<file path="config.mk">
export PLATFORM = sky130hd
export DESIGN_NAME = operand_entry
export DESIGN_NICKNAME = d
export VERILOG_FILES = /design/src/rtl/operand_entry.sv
export SDC_FILE = /design/constraint.sdc
export NUM_CORES = 1
export LEC_CHECK = 0
export ABC_AREA = 1
export BUFFER_PORTS_ARGS = -buffer_cell sky130_fd_sc_hd__buf_4
export CORE_MARGIN = 10
export CORE_UTILIZATION = 45
export CTS_BUF_LIST = sky130_fd_sc_hd__clkbuf_2 sky130_fd_sc_hd__clkbuf_4 sky130_fd_sc_hd__clkbuf_8
export CTS_CLUSTER_DIAMETER = 150
export DETAILED_ROUTE_END_ITERATION = 16
export PLACE_DENSITY = 0.61
export SLEW_MARGIN = 40
export SYNTH_ARGS = -nofsm -noshare
export SYNTH_HDL_FRONTEND = slang
export SYNTH_SLANG_ARGS = --single-unit
</file>
<file path="constraint.sdc">
create_clock -name clk -period 2.19 [get_ports clk]
set_clock_uncertainty 0.15 [all_clocks]
set_input_delay 0.438 -clock clk [delete_from_list [all_inputs] [get_ports clk]]
set_output_delay 0.438 -clock clk [all_outputs]
set_load 0.02 [all_outputs]
</file>
<file path="src/rtl/operand_entry.sv">
// -----------------------------------------------------------------------------
// operand_entry
//
// Front-end input stage for the calculator. Two bouncy active-low pushbuttons
// are synchronized and debounced. Each accepted press steps a four-state entry
// FSM that latches the shared switch bank into operand a, then operand b,
// then the 3-bit function code, and finally shows the result (valid = 1).
// A "clear" press zeroes everything and returns to operand a entry.
//
// Parameters
//   width       operand width (must match the calculator top)
//   deb_cycles  consecutive stable clocks needed to accept a key level change
//               (minimum 2)
//
// Ports
//   clk          in   1      system clock, rising edge
//   rst_n        in   1      asynchronous active-low reset
//   sw           in   width  operand switches (asynchronous)
//   func_sw      in   3      function switches (asynchronous)
//   key_next_n   in   1      "enter/next" pushbutton, active-low, bouncy
//   key_clr_n    in   1      "clear" pushbutton, active-low, bouncy
//   a            out  width  registered operand A
//   b            out  width  registered operand B
//   func         out  3      registered function code
//   stage        out  2      0 LOAD_A, 1 LOAD_B, 2 LOAD_F, 3 SHOW
//   valid        out  1      high only in SHOW
//
// Build option
//   OPERAND_ENTRY_LIVE_PREVIEW_EN  when defined, the operand being entered
//   tracks the synchronized switches every cycle; the next press freezes it.
// -----------------------------------------------------------------------------
module operand_entry #(
    parameter int width      = 6,
    parameter int deb_cycles = 1000000
) (
    input  logic             clk,
    input  logic             rst_n,
    input  logic [width-1:0] sw,
    input  logic [2:0]       func_sw,
    input  logic             key_next_n,
    input  logic             key_clr_n,
    output logic [width-1:0] a,
    output logic [width-1:0] b,
    output logic [2:0]       func,
    output logic [1:0]       stage,
    output logic             valid
);

    localparam int CW = (deb_cycles > 1) ? $clog2(deb_cycles) : 1;
    localparam logic [CW-1:0] CNT_MAX = CW'(deb_cycles - 1);

    // Key index 0 is "next", index 1 is "clear".
    localparam int KEY_NEXT = 0;
    localparam int KEY_CLR  = 1;

    typedef enum logic [1:0] {
        LOAD_A = 2'd0,
        LOAD_B = 2'd1,
        LOAD_F = 2'd2,
        SHOW   = 2'd3
    } state_e;

    // -------------------------------------------------------------------------
    // Two-flop synchronizers. Keys reset to 1 (released), switches to 0.
    // -------------------------------------------------------------------------
    logic [1:0]       key_meta_q, key_sync_q;
    logic [width-1:0] sw_meta_q, sw_sync_q;
    logic [2:0]       fsw_meta_q, fsw_sync_q;

    // NOTE: every clocked block uses non-blocking (<=) assignments so that all
    // flops sample their inputs from the same edge; blocking assignments here
    // would collapse the two synchronizer stages into one.
    always_ff @(posedge clk or negedge rst_n) begin
        if (!rst_n) begin
            key_meta_q <= 2'b11;
            key_sync_q <= 2'b11;
            sw_meta_q  <= '0;
            sw_sync_q  <= '0;
            fsw_meta_q <= '0;
            fsw_sync_q <= '0;
        end else begin
            key_meta_q <= {key_clr_n, key_next_n};
            key_sync_q <= key_meta_q;
            sw_meta_q  <= sw;
            sw_sync_q  <= sw_meta_q;
            fsw_meta_q <= func_sw;
            fsw_sync_q <= fsw_meta_q;
        end
    end

    // -------------------------------------------------------------------------
    // Debouncers: the accepted level only follows the synchronized key after
    // it has disagreed for deb_cycles consecutive clocks.
    // -------------------------------------------------------------------------
    logic [CW-1:0] cnt_q [2];
    logic [CW-1:0] cnt_d [2];
    logic [1:0]    deb_q, deb_d;
    logic [1:0]    deb_dly_q;
    logic [1:0]    press_q, press_d;

    // NOTE: each combinational block assigns every output a default first, so
    // no path leaves a variable unassigned and no latch is inferred.
    always_comb begin
        cnt_d = cnt_q;
        deb_d = deb_q;
        for (int i = 0; i < 2; i++) begin
            if (key_sync_q[i] == deb_q[i]) begin
                cnt_d[i] = '0;
            end else if (cnt_q[i] == CNT_MAX) begin
                deb_d[i] = key_sync_q[i];
                cnt_d[i] = '0;
            end else begin
                cnt_d[i] = cnt_q[i] + 1'b1;
            end
        end
    end

    // Press pulse is one cycle after the debounced level falls; releases
    // (0 -> 1) produce nothing.
    assign press_d = deb_dly_q & ~deb_q;

    // NOTE: the two-entry counter array is an ordinary register bank, not a
    // RAM, so it is reset with everything else; a real memory would not be.
    always_ff @(posedge clk or negedge rst_n) begin
        if (!rst_n) begin
            cnt_q[0]  <= '0;
            cnt_q[1]  <= '0;
            deb_q     <= 2'b11;
            deb_dly_q <= 2'b11;
            press_q   <= 2'b00;
        end else begin
            cnt_q     <= cnt_d;
            deb_q     <= deb_d;
            deb_dly_q <= deb_q;
            press_q   <= press_d;
        end
    end

    logic next_ev, clr_ev;
    assign next_ev = press_q[KEY_NEXT];
    assign clr_ev  = press_q[KEY_CLR];

    // -------------------------------------------------------------------------
    // Entry FSM: state register, next-state logic, output logic.
    // -------------------------------------------------------------------------
    state_e           state_q, state_d;
    logic [width-1:0] a_q, a_d, b_q, b_d;
    logic [2:0]       func_q, func_d;
    logic             valid_q, valid_d;

    always_ff @(posedge clk or negedge rst_n) begin
        if (!rst_n) begin
            state_q <= LOAD_A;
        end else begin
            state_q <= state_d;
        end
    end

    // Clear has priority over next when both pulse in the same cycle.
    always_comb begin
        state_d = state_q;
        if (clr_ev) begin
            state_d = LOAD_A;
        end else if (next_ev) begin
            case (state_q)
                LOAD_A:  state_d = LOAD_B;
                LOAD_B:  state_d = LOAD_F;
                LOAD_F:  state_d = SHOW;
                default: state_d = LOAD_A;
            endcase
        end
    end

    always_comb begin
        a_d    = a_q;
        b_d    = b_q;
        func_d = func_q;
`ifdef OPERAND_ENTRY_LIVE_PREVIEW_EN
        // The field being entered follows the switches every cycle; the load
        // on the next event below is then simply the last tracked value.
        case (state_q)
            LOAD_A:  a_d    = sw_sync_q;
            LOAD_B:  b_d    = sw_sync_q;
            LOAD_F:  func_d = fsw_sync_q;
            default: ;
        endcase
`endif
        if (clr_ev) begin
            a_d    = '0;
            b_d    = '0;
            func_d = '0;
        end else if (next_ev) begin
            case (state_q)
                LOAD_A:  a_d    = sw_sync_q;
                LOAD_B:  b_d    = sw_sync_q;
                LOAD_F:  func_d = fsw_sync_q;
                default: ;  // SHOW -> LOAD_A keeps the values on display
            endcase
        end
        // valid is registered from the next state so it changes on the same
        // edge as the data and stage it qualifies.
        valid_d = (state_d == SHOW);
    end

    always_ff @(posedge clk or negedge rst_n) begin
        if (!rst_n) begin
            a_q     <= '0;
            b_q     <= '0;
            func_q  <= '0;
            valid_q <= 1'b0;
        end else begin
            a_q     <= a_d;
            b_q     <= b_d;
            func_q  <= func_d;
            valid_q <= valid_d;
        end
    end

    assign a     = a_q;
    assign b     = b_q;
    assign func  = func_q;
    assign stage = state_q;
    assign valid = valid_q;

endmodule

</file>
==> impl_metrics.yaml, run 1 <==
yosys:
  yosysTopAreaCellShare_pct: 50.3
  yosysUniqueCellTypes: 31
  synth-seq-area-share_pct: 55.8
  yosys-top-cells-area: "dfrtp_1 (50%), nor2_1 (9.0%), nand2_1 (6.1%)"
  synth_top_area_cell: "dfrtp_1"
  synthesis.nets: 435
  syn_area_per_cell_um2: 9.30
  syn_area_um2: 3880
  syn_inst: 417
  yosysWarningCount: 0
  synth-seq-cells: 86
drt:
  wirelength_mm: 7.40
  drc: 0
  via_count: 2755
  vias_per_cell: 4.83
  drtPass1Iterations: 4
  dr.first_iter.drc_count: 193
  avgRoutedWirePerCell_um: 13.0
  ant_nets: 0
timing:
  hold_violations: 0
  rsz0062_at_grt: "false"
  setup_tns_ps: 0
  slew_headroom_pct: 74.9
  maxSlewViolCount: 0
  timing.fmax_mhz: 587
  period_share_pct: 77.8
  worst-slew-pin-transition_ps: 377
  period_needed_ps: 1700
  final-setup-viol-count: 0
clock_network:
  cts_tree: "done"
  post-cts-setup-buffer-count: 0
  cts_resized: 0
  numClockSinks: 86
  cts_buffers: 9
  cts_buffer_depth: 2
  worstSkewPairLatency_ps: 360
  cts_hold_buf: 1
  cts_root_buf: "clkbuf_8"
  htreeDepth: 3
  path_clk_slew_ps: 100
flow_run:
  maxCapViolCount: 0
floorplanning:
  die_w_um: 113
  core_area_um2: 8300
  fp.dieArea_um2: 12700
  dieHeight_um: 113
  io_pins: 31
  initial_core_util_pct: 46.7
  rows: 33
layout:
  seq_area_um2: 2160
  final_cell_area_um2: 4460
  area_growth_syn_to_layout_pct: 15.0
  n_antenna_cell: 0
  drive_above_1_share_pct: 21.5
  finalNetCount: 478
  nFillCells: 784
  multi_input_area_um2: 1540
pwr:
  powerDensity_nw_per_um2: 626
  p_int_mw: 2.11
  p_sw_uw: 679
  vdd_drop_max_mv: 0.281
  power_frac_comb_pct: 3.4
  pwr-share-seq_pct: 58.5
  power_frac_clock_pct: 38.1
  switching_share_pct: 24.3
  p_leak_nw: 2.04
worst_setup_path:
  reg2reg_depth: 3
  reg2reg_to: "b[4]"
  startpoint_type: "flip-flop"
  crit_type: "reg2reg"
  crit_path_end_kind: "flip-flop"
  r2r_start: "press_q[1]"
  required_ps: 2280
  reg2reg_slack_ps: 490
  worstPathMaxFanout: 11
  worstPathArrival_ps: 1790
grt:
  track_usage_pct: 12.0
  antenna_found_initial: 0
  grt_pass1_wl_mm: 12.7
  grt_max_degree: 46
  grt_overflow_total: 0
  grt_pass1_vias: 2782
outcome:
  status: "complete, no violations"
placement:
  post_dp_cell_area_um2: 4260
  gp_congestion: 0.865
  post-dp-hpwl_mm: 5.45
  port_buffers: 30
min_path:
  hold_class: "in2reg"
  holdPathStages: 1
  worstHoldStart: "func_sw[2]"
  min_to: "fsw_meta_q[2]"
[metrics by stage]
step	instances	worst slack, ps	utilization (%)	power, mW	hold slack, ps
final	570	486	53.7	2.79	27.6
after global routing	570	413	53.7	2.91	3.26
after CTS	570	474	53.7	2.84	8.78
after detailed placement	553	483	51.3	1.76	185
after global placement	553	502	51.3	1.76	182
after floorplan	417	645	-	1.70	-7.59
[cells by family after synthesis]
family | count (synthesis) | share of synthesized area [%]
compound gates | 12 | 1.74
xor+xnor | 21 | 5.13
fa+ha+maj | 5 | 1.61
buf+inv | 48 | 4.65
flops | 86 | 55.8
mux | 12 | 3.49
simple gates | 233 | 27.6
[metal layers]
metal	vias to the layer above	global-route usage (%)	wire length (µm)
met3	7	3.91	369
met5	-	0	0
met2	51	18.9	3400
met4	0	4.31	86
li1	1397	-	-
met1	1300	15.1	3540
[synthesized netlist by cell type]
cell,n
o21a_1,2
o21ai_1,2
inv_1,42
nand3b_1,1
ha_1,5
dfrtp_1,78
xor2_2,2
xor2_1,15
nand3_1,37
nor3_1,6
o21bai_1,1
nand2_2,7
nand3_2,4
xnor2_1,4
nor2_4,4
and2_1,2
nor3_2,1
nor3_4,1
nor3b_2,1
a21oi_1,6
clkbuf_1,1
nor3b_1,1
nor2_2,7
nor2_1,93
mux2_2,12
nor4_1,1
o21ai_0,1
nand4_1,4
inv_2,5
nand2_1,63
dfstp_2,8
[power by group through the flow]
| stage | sequential [mW] | combinational, mW | clock [mW] |
|---|---|---|---|
| after floorplan | 1.66 | 0.0348 | 0 |
| after global routing | 1.64 | 0.112 | 1.16 |
| after detailed placement | 1.66 | 0.0980 | 0 |
| after global placement | 1.66 | 0.0962 | 0 |
| after CTS | 1.63 | 0.100 | 1.11 |
| final | 1.63 | 0.0956 | 1.06 |
[how the worst max path moves through the flow]
stage	from	end	slack (ps)	depth (start not counted)
after detailed placement	press_q[1]	b[1]	480	3
after CTS	press_q[1]	b[4]	470	3
final	press_q[1]	b[4]	490	3
after global placement	press_q[1]	b[4]	500	3
after global routing	press_q[1]	b[4]	410	3
after floorplan	stage[0]	a[0]	640	5
[cell type report]
| cell class | count | share of cell area (%) |
|---|---|---|
| clock inverter | 6 | 1.18 |
| tap | 105 | 2.95 |
| inverter | 47 | 3.96 |
| sequential | 86 | 48.5 |
| timing repair buffer | 33 | 5.89 |
| multi-input combinational | 283 | 34.4 |
| clock buffer | 10 | 3.09 |
[critical path, stage by stage (launching register included)]
cell and delay (ps):
dfrtp_1 580, inv_1 200, nand2_1 290, mux2_2 370
[cells in the final DEF (no fill, tap or decap), types with 2 or more instances in the layout]
cell type and n:
nand3_2 4, nor2_1 93, nor2_2 7, xor2_1 15, and2_1 2, nor2_4 4, mux2_2 12, inv_6 2
dfrtp_1 78, nor3_1 6, inv_2 5, ha_1 5, o21a_1 2, nand2_1 63, nand3_1 37, nand2_2 7
xor2_2 2, inv_1 42, clkbuf_8 10, o21ai_1 2, clkinvlp_4 2, dfstp_2 8, xnor2_1 4, a21oi_1 6
buf_4 31, nand4_1 4
[sequential cells by signal, indices dropped and copies added, names as in the netlist, 3 cells and up]
register / cells
sw_sync_q: 6
func: 3
fsw_sync_q: 3
a: 6
b: 6
cnt_q: 40
sw_meta_q: 6
fsw_meta_q: 3
No activity file was read; power rests on OpenSTA's default activity.
==> run 2: changes to the inputs <==
==> constraint.sdc (replaced) <==
create_clock -name clk -period 1.66 [get_ports clk]
set_clock_uncertainty 0.15 [all_clocks]
set_input_delay 0.332 -clock clk [delete_from_list [all_inputs] [get_ports clk]]
set_output_delay 0.332 -clock clk [all_outputs]
set_load 0.02 [all_outputs]
==> run 2 against run 1 <==
Clock power up 40%. First-iteration DRC count fell by 31%. Fmax grew 8.8%. Total power grew 36%. Combinational power is 66% higher. Hold slack better by 180 ps. Sequential power increased by 32%. Via count is 2.8% higher. Die area unchanged. Sequential share of layout area fell by 2.3 points. Highest routed layer unchanged.
==> impl_metrics.yaml, run 2 (synthesis results as in run 1) <==
timing:
  setup_tns_ps: 0
  period_needed_ps: 1570
  slew_headroom_pct: 76.1
  worst-slew-pin-transition_ps: 359
  hold_violations: 0
  final-setup-viol-count: 0
  setup_ws_ps: 93.9
  timing.fmax_mhz: 639
  period_share_pct: 94.3
  maxSlewViolCount: 0
worst_setup_path:
  critPathSlowestCell: "dfrtp_1"
  worstPathArrival_ps: 1650
  worstPathMaxFanout: 3
  critPathTopFamily: "simple AND/OR/NAND/NOR gates"
  required_ps: 1740
  startpoint: "cnt_q[0]"
  crit_path_end_kind: "flip-flop"
  crit_cells: 6
  reg2reg_depth: 6
  path_cells: "ha_2 -> nand3_4 -> nor3_4 -> buf_4 -> xor2_1 -> nor2_1"
  cp_slowest_stage_delay_ps: 380
  path_buf_inv: 1
  r2r_start: "cnt_q[0]"
  startpoint_type: "flip-flop"
  crit_type: "reg2reg"
layout:
  finalNetCount: 494
  largest_reg_flops: 40
  layout_common_cells: "nor2_1 (92), dfrtp_1 (78), nand2_1 (61), inv_1 (42), nand3_1 (37)"
  drive_above_1_share_pct: 22.9
  final_cell_area_um2: 4680
  finish.utilization_pct: 56.4
  top_register: "cnt_q"
  layout_commonest_cell: "nor2_1"
  n_antenna_cell: 0
  area_growth_syn_to_layout_pct: 20.6
grt:
  grt_pass1_wl_mm: 12.8
  grt_max_degree: 38
  antenna_found_initial: 0
  grt_overflow_total: 0
  track_usage_pct: 11.9
  grt_pass1_vias: 2751
clock_network:
  cts_root_buf: "clkbuf_8"
  numClockSinks: 86
  cts_buffers: 9
  worstSkewPairLatency_ps: 340
  htreeDepth: 3
  cts_tree: "done"
  path_clk_slew_ps: 90
  cts_buffer_depth: 2
pwr:
  vdd_drop_max_mv: 0.411
  powerDensity_nw_per_um2: 810
  p_leak_nw: 2.12
  total_power_mw: 3.79
floorplanning:
  fp.dieArea_um2: 12700
  io_pins: 31
  die_w_um: 113
  core_area_um2: 8300
  dieHeight_um: 113
  initial_core_util_pct: 46.7
  rows: 33
drt:
  avgRoutedWirePerCell_um: 12.8
  via_count: 2831
  dr.first_iter.drc_count: 134
  drtPass1Iterations: 4
  ant_nets: 0
  vias_per_cell: 4.83
  drc: 0
  wirelength_mm: 7.53
placement:
  gp_congestion: 0.871
  post-dp-hpwl_mm: 5.52
  place_ws_ps: 56.4
  port_buffers: 30
  post_dp_cell_area_um2: 4290
outcome:
  status: "complete, no violations"
min_path:
  worstHoldStart: "sw_meta_q[3]"
  holdPathStages: 0
  hold_class: "reg2reg"
flow_run:
  maxCapViolCount: 0
-- run 2: timing repair --
action                                  4_1_cts  5_1_grt
hold endpoints to repair                     32        0
resized for setup                             0       11
hold buffers                                 12        0
endpoints found under the setup margin        0       26
setup buffers                                 0        2
-- run 2: layout make-up --
| class | count | area (µm²) |
|---|---|---|
| well taps | 105 | 131 |
| flip-flops and latches | 86 | 2160 |
| multi-input cells | 283 | 1580 |
| clock inverters | 6 | 70.1 |
| inverters | 47 | 176 |
| fillers | 732 | 3620 |
| clock buffers | 10 | 131 |
| repair buffers | 49 | 423 |
-- run 2: layer usage --
layer,track usage (%),vias up,share of wire (%)
li1,-,1422,-
met1,16.0,1362,47
met2,18.2,41,46
met3,3.01,6,5.1
met4,4.06,0,1.0
met5,0,-,0
-- run 2: worst paths after layout --
check                                 to  slack, ps
setup / recovery                cnt_q[8]         90
setup reg to reg                cnt_q[8]         90
hold / removal              sw_sync_q[3]        210
min in group asynchronous  fsw_sync_q[2]        300
hold reg to reg             sw_sync_q[3]        210
max in group asynchronous  key_meta_q[0]        520
-- run 2: through the flow --
| stage | hold WS (ps) | cells |
|---|---|---|
| 3_3_place_gp | 116 | 556 |
| 6_report | 206 | 586 |
| 5_1_grt | 210 | 586 |
| 3_5_place_dp | 122 | 556 |
| 2_1_floorplan | -114 | 417 |
| 4_1_cts | 207 | 584 |
-- run 2: where the power goes --
part | internal [mW] | leakage, nW | switching, mW
registers | 2.14 | 1.13 | 0.0177
clock network | 0.723 | 0.0929 | 0.754
logic | 0.0698 | 0.898 | 0.0889
total | 2.93 | 2.12 | 0.860
